===== src/rtl/stage_phase_accumulator_pkg.sv =====
`default_nettype none
// ============================================================================
//  Package   : stage_phase_accumulator_pkg
//  Purpose   : Shared sizes and types for the phase accumulator stage.
//  Revision  : 1.0  initial release
// ============================================================================
package stage_phase_accumulator_pkg;

    localparam int NUM_VOICE_OPERATORS = 16;
    localparam int VOICE_OPERATOR_ID_WIDTH = $clog2(NUM_VOICE_OPERATORS);
    localparam int PHASE_ACC_WIDTH = 24;
    localparam int PHASE_OUT_WIDTH = 16;
    localparam int FREQ_STEP_WIDTH = 16;

    typedef logic [VOICE_OPERATOR_ID_WIDTH-1:0] VoiceOperatorID_t;
    typedef logic [FREQ_STEP_WIDTH-1:0]         FrequencyStep_t;
    typedef logic [PHASE_ACC_WIDTH-1:0]         PhaseAcc_t;
    typedef logic [PHASE_OUT_WIDTH-1:0]         Phase_t;

    localparam VoiceOperatorID_t LAST_SLOT = VoiceOperatorID_t'(NUM_VOICE_OPERATORS - 1);

    // The step occupies the low bits of the accumulator; the top bits only carry.
    function automatic PhaseAcc_t f_ExtendStep(input FrequencyStep_t i_Step);
        return {{(PHASE_ACC_WIDTH - FREQ_STEP_WIDTH){1'b0}}, i_Step};
    endfunction

endpackage
`default_nettype wire


===== src/rtl/stage_phase_accumulator_slot_sequencer.sv =====
`default_nettype none
// ============================================================================
//  Module    : stage_phase_accumulator_slot_sequencer
//  Purpose   : Round-robin slot counter with the matching valid/ID pipeline.
//  Revision  : 1.0  initial release
// ============================================================================
module stage_phase_accumulator_slot_sequencer
    import stage_phase_accumulator_pkg::*;
(
    input  logic             i_Clock,
    input  logic             i_Reset,
    output VoiceOperatorID_t o_ReadSlot,
    output logic             o_S1Valid,
    output VoiceOperatorID_t o_S1Slot,
    output logic             o_Valid,
    output VoiceOperatorID_t o_VoiceOperator,
    output logic             o_SampleStart
);

    VoiceOperatorID_t r_Counter;
    logic             r_S1Valid;
    VoiceOperatorID_t r_S1Slot;
    logic             r_OutValid;
    VoiceOperatorID_t r_OutSlot;
    logic             r_OutSampleStart;

    always_ff @(posedge i_Clock) begin
        if (i_Reset) begin
            r_Counter        <= '0;
            r_S1Valid        <= 1'b0;
            r_S1Slot         <= '0;
            r_OutValid       <= 1'b0;
            r_OutSlot        <= '0;
            r_OutSampleStart <= 1'b0;
        end else begin
            r_Counter        <= (r_Counter == LAST_SLOT) ? '0 : r_Counter + 1'b1;
            r_S1Valid        <= 1'b1;
            r_S1Slot         <= r_Counter;
            r_OutValid       <= r_S1Valid;
            r_OutSlot        <= r_S1Slot;
            r_OutSampleStart <= r_S1Valid && (r_S1Slot == '0);
        end
    end

    assign o_ReadSlot      = r_Counter;
    assign o_S1Valid       = r_S1Valid;
    assign o_S1Slot        = r_S1Slot;
    assign o_Valid         = r_OutValid;
    assign o_VoiceOperator = r_OutSlot;
    assign o_SampleStart   = r_OutSampleStart;

endmodule
`default_nettype wire


===== src/rtl/stage_phase_accumulator.sv =====
`default_nettype none
// ============================================================================
//  Module    : stage_phase_accumulator
//  Purpose   : Per-operator phase accumulators swept once per sample period.
//  Revision  : 1.0  initial release
// ============================================================================
module stage_phase_accumulator
    import stage_phase_accumulator_pkg::*;
(
    input  logic             i_Clock,
    input  logic             i_Reset,
    output logic             o_Valid,
    output Phase_t           o_Phase,
    output VoiceOperatorID_t o_VoiceOperator,
    output logic             o_SampleStart,
    input  logic [1:0]       i_FrequencyWriteEnable,
    input  VoiceOperatorID_t i_FrequencyWriteAddr,
    input  logic [7:0]       i_FrequencyWriteData,
    input  logic             i_PhaseResetEnable,
    input  VoiceOperatorID_t i_PhaseResetAddr
);

    VoiceOperatorID_t w_ReadSlot;
    logic             w_S1Valid;
    VoiceOperatorID_t w_S1Slot;

    stage_phase_accumulator_slot_sequencer u_slot_sequencer (
        .i_Clock         (i_Clock),
        .i_Reset         (i_Reset),
        .o_ReadSlot      (w_ReadSlot),
        .o_S1Valid       (w_S1Valid),
        .o_S1Slot        (w_S1Slot),
        .o_Valid         (o_Valid),
        .o_VoiceOperator (o_VoiceOperator),
        .o_SampleStart   (o_SampleStart)
    );

    PhaseAcc_t      r_PhaseMem [NUM_VOICE_OPERATORS];
    FrequencyStep_t r_FreqMem  [NUM_VOICE_OPERATORS];
    logic [NUM_VOICE_OPERATORS-1:0] r_Pending;

    PhaseAcc_t      r_S1Acc;
    FrequencyStep_t r_S1Step;
    logic           r_S1Pending;
    logic           r_S1ReqHit;
    Phase_t         r_Phase;

    logic      w_Consume;
    PhaseAcc_t w_NextAcc;
    Phase_t    w_PhaseOut;

    always_ff @(posedge i_Clock) begin
        if (!i_Reset) begin
            if (i_FrequencyWriteEnable[0]) r_FreqMem[i_FrequencyWriteAddr][7:0]  <= i_FrequencyWriteData;
            if (i_FrequencyWriteEnable[1]) r_FreqMem[i_FrequencyWriteAddr][15:8] <= i_FrequencyWriteData;
        end
    end

    // Stage 1: registered reads; a request landing on the slot being read is
    // remembered so the later clear cannot swallow it.
    always_ff @(posedge i_Clock) begin
        r_S1Acc     <= r_PhaseMem[w_ReadSlot];
        r_S1Step    <= r_FreqMem[w_ReadSlot];
        r_S1Pending <= r_Pending[w_ReadSlot];
        r_S1ReqHit  <= !i_Reset && i_PhaseResetEnable && (i_PhaseResetAddr == w_ReadSlot);
    end

    always_comb begin
        w_Consume  = r_S1Pending;
        w_NextAcc  = r_S1Acc + f_ExtendStep(r_S1Step);
        w_PhaseOut = r_S1Acc[PHASE_ACC_WIDTH-1 -: PHASE_OUT_WIDTH];
        if (w_Consume) begin
            w_NextAcc  = f_ExtendStep(r_S1Step);
            w_PhaseOut = '0;
        end
    end

    always_ff @(posedge i_Clock) begin
        if (!i_Reset && w_S1Valid) begin
            r_PhaseMem[w_S1Slot] <= w_NextAcc;
        end
    end

    // A set issued in the same cycle as the clear is ordered last so it wins.
    always_ff @(posedge i_Clock) begin
        if (i_Reset) begin
            r_Pending <= '1;
        end else begin
            if (w_S1Valid && r_S1Pending && !r_S1ReqHit) begin
                r_Pending[w_S1Slot] <= 1'b0;
            end
            if (i_PhaseResetEnable) begin
                r_Pending[i_PhaseResetAddr] <= 1'b1;
            end
        end
    end

    always_ff @(posedge i_Clock) begin
        if (i_Reset) begin
            r_Phase <= '0;
        end else begin
            r_Phase <= w_S1Valid ? w_PhaseOut : '0;
        end
    end

    assign o_Phase = r_Phase;

endmodule
`default_nettype wire


===== config.mk =====
export PLATFORM = sky130hd
export DESIGN_NAME = stage_phase_accumulator
export DESIGN_NICKNAME = d
export VERILOG_FILES = /design/src/rtl/stage_phase_accumulator_pkg.sv /design/src/rtl/stage_phase_accumulator_slot_sequencer.sv /design/src/rtl/stage_phase_accumulator.sv
export SDC_FILE = /design/constraint.sdc
export NUM_CORES = 1
export LEC_CHECK = 0
export CAP_MARGIN = 20
export CORE_UTILIZATION = 55
export DETAILED_ROUTE_END_ITERATION = 7
export DONT_BUFFER_PORTS = 1
export PLACE_DENSITY_LB_ADDON = 0.2
export SKIP_CTS_REPAIR_TIMING = 1
export SLEW_MARGIN = 40
export SYNTH_ARGS = -nofsm -noshare
export SYNTH_HDL_FRONTEND = slang
export SYNTH_HIERARCHICAL = 1
export SYNTH_SLANG_ARGS = --single-unit

===== constraint.sdc =====
create_clock -name i_Clock -period 3.6 [get_ports i_Clock]
set_input_delay 0.72 -clock i_Clock [delete_from_list [all_inputs] [get_ports i_Clock]]
set_output_delay 0.72 -clock i_Clock [all_outputs]
set_load 0.05 [all_outputs]

After elaboration in Yosys (flattened, before gate mapping) --
Memory sizes are Yosys's and may differ from the RTL's. A register that Yosys moved wholly into a read port is not among the register bits. Index checks and enable logic that the tools add are counted.
Cells by class: $add $sub $neg 2, $lt $le $gt $ge 5, equality and inequality tests 2, muxes and demuxes 19, bitwise gates (word level) 4, reductions and logical operators 13
Operator list (number):
- $mux W16 | 3
- $add A24 B16 Y24 | 1
- $mux W24 | 1
- $and A16 B16 Y16 | 1
- $not A16 Y16 | 1
- $or A16 B16 Y16 | 1
- $lt A4 B5 Y1 const B | 3
- $mux W1 | 12
- $demux W1 S4 | 2
- $ge A4 B1 Y1 const B | 2
- $logic_and A1 B1 Y1 | 8
- $add A4 B1 Y4 const B | 1
- $bmux W1 S4 | 1
- $eq A4 B4 Y1 | 1
- $eq A4 B4 Y1 const B | 1
- $logic_not A4 Y1 | 1
- $reduce_or A3 Y1 | 1
- $logic_not A1 Y1 | 2
- $reduce_or A2 Y1 | 1
- $not A1 Y1 | 1
Storage, ports and cells: bits in registers 49, memory bits (writable) 640, input bits 21, output and inout bits 22, word-level logic and storage cells 57, memories kept 2
Memories:
- r_PhaseMem | words 16, width 24, rd ports 1, clocked after Yosys merged registers in 1, wr ports 1, RTL line stage_phase_accumulator.sv:38 | PhaseAcc_t r_PhaseMem [NUM_VOICE_OPERATORS];
- r_FreqMem | words 16, width 16, rd ports 1, clocked after Yosys merged registers in 1, wr ports 1, RTL line stage_phase_accumulator.sv:39 | FrequencyStep_t r_FreqMem [NUM_VOICE_OPERATORS];

Logic depth before layout (Yosys ltp) --
depth in word-level cells 10, gate-level depth with buffers 9, depth with buffers taken out 9

Modules after synthesis --
The synthesis kept the hierarchy.
By module, submodules not included:
- stage_phase_accumulator | times used 1, cells each 1308, area an instance 27749.1 um^2, seq. area each 20699.9 um^2
- stage_phase_accumulator_slot_sequencer | times used 1, cells each 39, area an instance 467.9 um^2, seq. area each 300.3 um^2

Worst setup path after synthesis --
No wires, ideal clock.
kind input port to flip-flop, start point in i_Reset, end point mem r_PhaseMem[12][0] (netlist name) (enable), setup time 435 ps, arrival 2927 ps, data required time 3165 ps, slack 238 ps, stages 4, path buffers 1, cells stage by stage nor2b_1 -> clkbuf_1 -> nand3_1 -> nor3_1
On the way: cells in the longest elaborated chain, start to end 4
Ends and longest elaborated chain:
- from (decl) | RTL line stage_phase_accumulator.sv:11 | input logic i_Reset,
- $logic_not A1 Y1 | RTL line stage_phase_accumulator.sv:79 | if (!i_Reset && w_S1Valid) begin
- $logic_and A1 B1 Y1 | RTL line stage_phase_accumulator.sv:79
- $mux W1 | RTL line stage_phase_accumulator.sv:79
- $mux W1 (implied by the code) | RTL line stage_phase_accumulator.sv:80 | r_PhaseMem[w_S1Slot] <= w_NextAcc;
- to (decl) | RTL line stage_phase_accumulator.sv:38
Every way passes these cells.

Final worst setup path --
start point reg r_S1Step[0] (read register of r_FreqMem), end point mem r_PhaseMem[3][18] (netlist name), data pin
On the way: cells in the longest elaborated chain, start to end 2
Ends and longest elaborated chain:
- from (decl) | RTL line stage_phase_accumulator.sv:43 | FrequencyStep_t r_S1Step;
- $add A24 B16 Y24 | RTL line stage_phase_accumulator.sv:70 | w_NextAcc = r_S1Acc + f_ExtendStep(r_S1Step);
- $mux W24 | RTL line stage_phase_accumulator.sv:72 | if (w_Consume) begin
- net w_NextAcc[18] | RTL line stage_phase_accumulator.sv:49 | PhaseAcc_t w_NextAcc;
The timed path passes the listed nets, and every way through them passes these cells.

==> results.cfg <==
[floorplanning]
chipHeight_um = 229
num_io_pins = 43
die_x_um = 229
start_util_pct = 56.0
row_count = 82
core_um2 = 50400
die-area_um2 = 52200

[drt]
first_iter_violations = 1286
post_drt_wl_per_cell_um = 27.5
ant_nets = 0
drc_errors = 0
vias = 13200
first_pass_iters = 5
totalWireLength_um = 58800
vias_per_cell = 6.20

[synthesis]
yosysSeqAreaShare_pct = 74.4
ys_types = 57
synth_edf_count = 640
synth-main-ff-cell = edfxtp_1
synth_fp_nets = 1386
synth-seq-cells = 729
syn-instance-count = 1347
netlist_area_um2 = 28200
synth.avg_cell_area_um2 = 20.9
ys_warn_count = 6
synthArstFlopShare_pct = 0

[layout]
drive_gt1_share_pct = 25.0
final_nets = 1445
fin_util_pct = 63.2
diodes = 0
syn_to_final_growth_pct = 12.8

[sta]
slew_violations = 0
finalHoldViolations = 0
max-slew-margin-rel_pct = 44.0
finalSetupViolations = 0
period_needed_ns = 2.79
rsz0062_at_grt = false
tightest_slew_ns = 0.839
clock_skew_ns = 0.0226
min_period_over_period_pct = 77.5
fin_setup_tns_ns = 0
fmax_mhz = 359

[setup_path]
start_kind = flip-flop
cp_cell_sequence = ha_1, inv_1, fa_1, nand2b_1, a21oi_1, o21ai_0, a31oi_1, nor3_1, nor3_1, buf_4
slowest_delay_ns = 0.39
cp_data_required_time_ns = 4.04
cpMaxStageDelayCell = fa_1
cp-end-kind = flip-flop
cp_max_fo = 16
critPathMostFrequentCell = nor3_1
path_class = reg -> reg
worstPathArrival_ns = 3.23

[clocking]
numCtsBuffers = 73
path_clk_slew_ns = 0.06
cts_num_sinks = 729
h-tree-depth = 3
clock-root-buffer = clkbuf_16
clockBufferDepth = 3
cts_tree = done
clkLatencyLatePin_ns = 0.61

[run_status]
status = completed

[flow_run]
maxCapViolations = 0

[global_routing]
grt_max_degree = 84
antenna_found_initial = 2
grt_pass1_wl_um = 87700
grt_overflow = 0
grt_pass1_vias = 13600
grtUsageTotal_pct = 23.1

[power]
p_leak_uw = 0.0102
power_density_nw_per_um2 = 599
vdd.ir_drop.worst_v = 0.000414

[place]
portBuffers = 0
gp_congestion = 0.854
post-dp-hpwl_um = 34100

[min_path]
hp-class = in -> reg
==> kinds of logic after synthesis <==
group                    after synthesis  share of synthesized area (%)
multiplexers                         208                           16.9
flip-flops                           729                           74.4
adder cells (fa/ha/maj)               18                          0.825
XOR/XNOR                              21                          0.652
buffers and inverters                 73                           1.39
AND/OR/NAND/NOR                      206                           3.58
AO/OA/AOI/OAI                         92                           2.23
==> cell type report <==
| cell class | count | area [um2] |
|---|---|---|
| Clock buffer | 94 | 2030 |
| Tap cell | 672 | 841 |
| Sequential cell | 729 | 21000 |
| Inverter | 6 | 22.5 |
| Timing Repair Buffer | 51 | 495 |
| Clock inverter | 40 | 453 |
| Fill cell | 3415 | 18600 |
| Multi-Input combinational cell | 545 | 6960 |
==> per-layer routing <==
metal	global-route usage [%]	part of all wire, %
met1	31.4	41
met2	38.8	51
met3	4.30	5.8
met4	6.35	2.3
met5	0	0
==> cell usage after synthesis (all sizes together), types with 2 or more instances <==
master / number / share of area [%]
xnor2: 13 / 0.40
nor4b: 3 / 0.093
a211oi: 3 / 0.080
or2: 2 / 0.044
clkbuf: 37 / 0.49
dfxtp: 89 / 6.3
a221o: 16 / 0.57
o21ai: 25 / 0.44
o21bai: 2 / 0.053
o21a: 4 / 0.11
a21oi: 16 / 0.28
mux2: 2 / 0.080
ha: 17 / 0.75
and2: 3 / 0.067
and3: 19 / 0.44
a31oi: 5 / 0.11
nor2: 65 / 0.86
nor3b: 2 / 0.071
nor2b: 18 / 0.40
inv: 6 / 0.080
or3: 2 / 0.044
xor2: 8 / 0.25
o211ai: 2 / 0.053
edfxtp: 640 / 68
a21o: 10 / 0.27
nor4: 2 / 0.044
nand3: 11 / 0.20
nand2: 47 / 0.63
nor3: 13 / 0.25
nand4: 9 / 0.20
mux4: 205 / 17
buf: 30 / 0.82
nand2b: 7 / 0.16
==> registers in the layout (all words and copies together), names as in the netlist <==
name and cells:
u_slot_sequencer/o_SampleStart 1, r_Pending 16, r_FreqMem 256, o_Phase 16, u_slot_sequencer/o_Valid 1, r_S1Pending 1
u_slot_sequencer/o_ReadSlot 4, r_PhaseMem 384, r_S1Step 16, r_S1Acc 24, u_slot_sequencer/o_VoiceOperator 4, u_slot_sequencer/o_S1Valid 1
u_slot_sequencer/o_S1Slot 4, r_S1ReqHit 1
==> stage by stage <==
| stage | setup slack, ns | instances | instance area, um2 | total power, uW | hold WS [ns] |
|---|---|---|---|---|---|
| 2_1_floorplan | 0.238 | 1347 | 28200 | 11000 | 0.447 |
| 3_3_place_gp | 0.745 | 2003 | 29300 | 11400 | 0.461 |
| 3_5_place_dp | 0.562 | 2003 | 29300 | 11400 | 0.464 |
| 4_1_cts | 0.521 | 2137 | 31800 | 19200 | 0.117 |
| 5_1_grt | 0.593 | 2137 | 31800 | 19600 | 0.128 |
| 6_report | 0.811 | 2137 | 31800 | 19100 | 0.157 |
==> worst max-delay path, delay by kind of cell, from the launching register on <==
family,cells,cell delay (ns)
buf+inv,2,0.33
fa+ha+maj,2,0.58
flops,1,0.33
simple gates,3,0.60
compound gates,3,0.77
==> path summary, 6_finish.rpt <==
kind | startpoint | end | slack, ns | cells after the start
worst max-delay path | r_S1Step[0]$_DFF_P_ | r_PhaseMem[3][18]$_DFFE_PP_ | 0.81 | 10
worst min-delay path | i_Reset | u_slot_sequencer/o_S1Valid$_DFF_P_ | 0.16 | 1
worst max register to register | r_S1Step[0]$_DFF_P_ | r_PhaseMem[3][18]$_DFFE_PP_ | 0.81 | 10
worst min register to register | r_Pending[7]$_SDFF_PP1_ | r_Pending[7]$_SDFF_PP1_ | 0.49 | 1
==> cell usage in the layout, fill, tap and decap left out, types with 4 or more instances in the layout <==
cell and n:
edfxtp_1 640, mux4_2 173, dfxtp_1 85, clkbuf_16 77, nand2_1 47, nor2_1 46
buf_4 42, mux4_1 32, o21ai_0 24, and3_1 18, nor2b_1 18, ha_1 17
a221o_1 16, clkinv_1 16, a21oi_1 15, xnor2_1 13, clkbuf_1 13, nor2_4 12
nand3_1 11, a21o_1 10, bufinv_16 10, nand4_1 9, buf_12 9, nor3_1 8
xor2_1 8, clkinv_2 8, nand2b_1 7, nor2_2 7, inv_1 5, nor3_2 5
o21a_1 4, a31oi_1 4, clkbuf_8 4
==> where the power goes <==
part | internal (uW) | switching [uW] | leakage (uW)
clock | 4700 | 3100 | 0.00120
sequential | 9540 | 150 | 0.00653
combinational | 686 | 879 | 0.00242
Note: power is estimated with default switching activity, not from simulation.
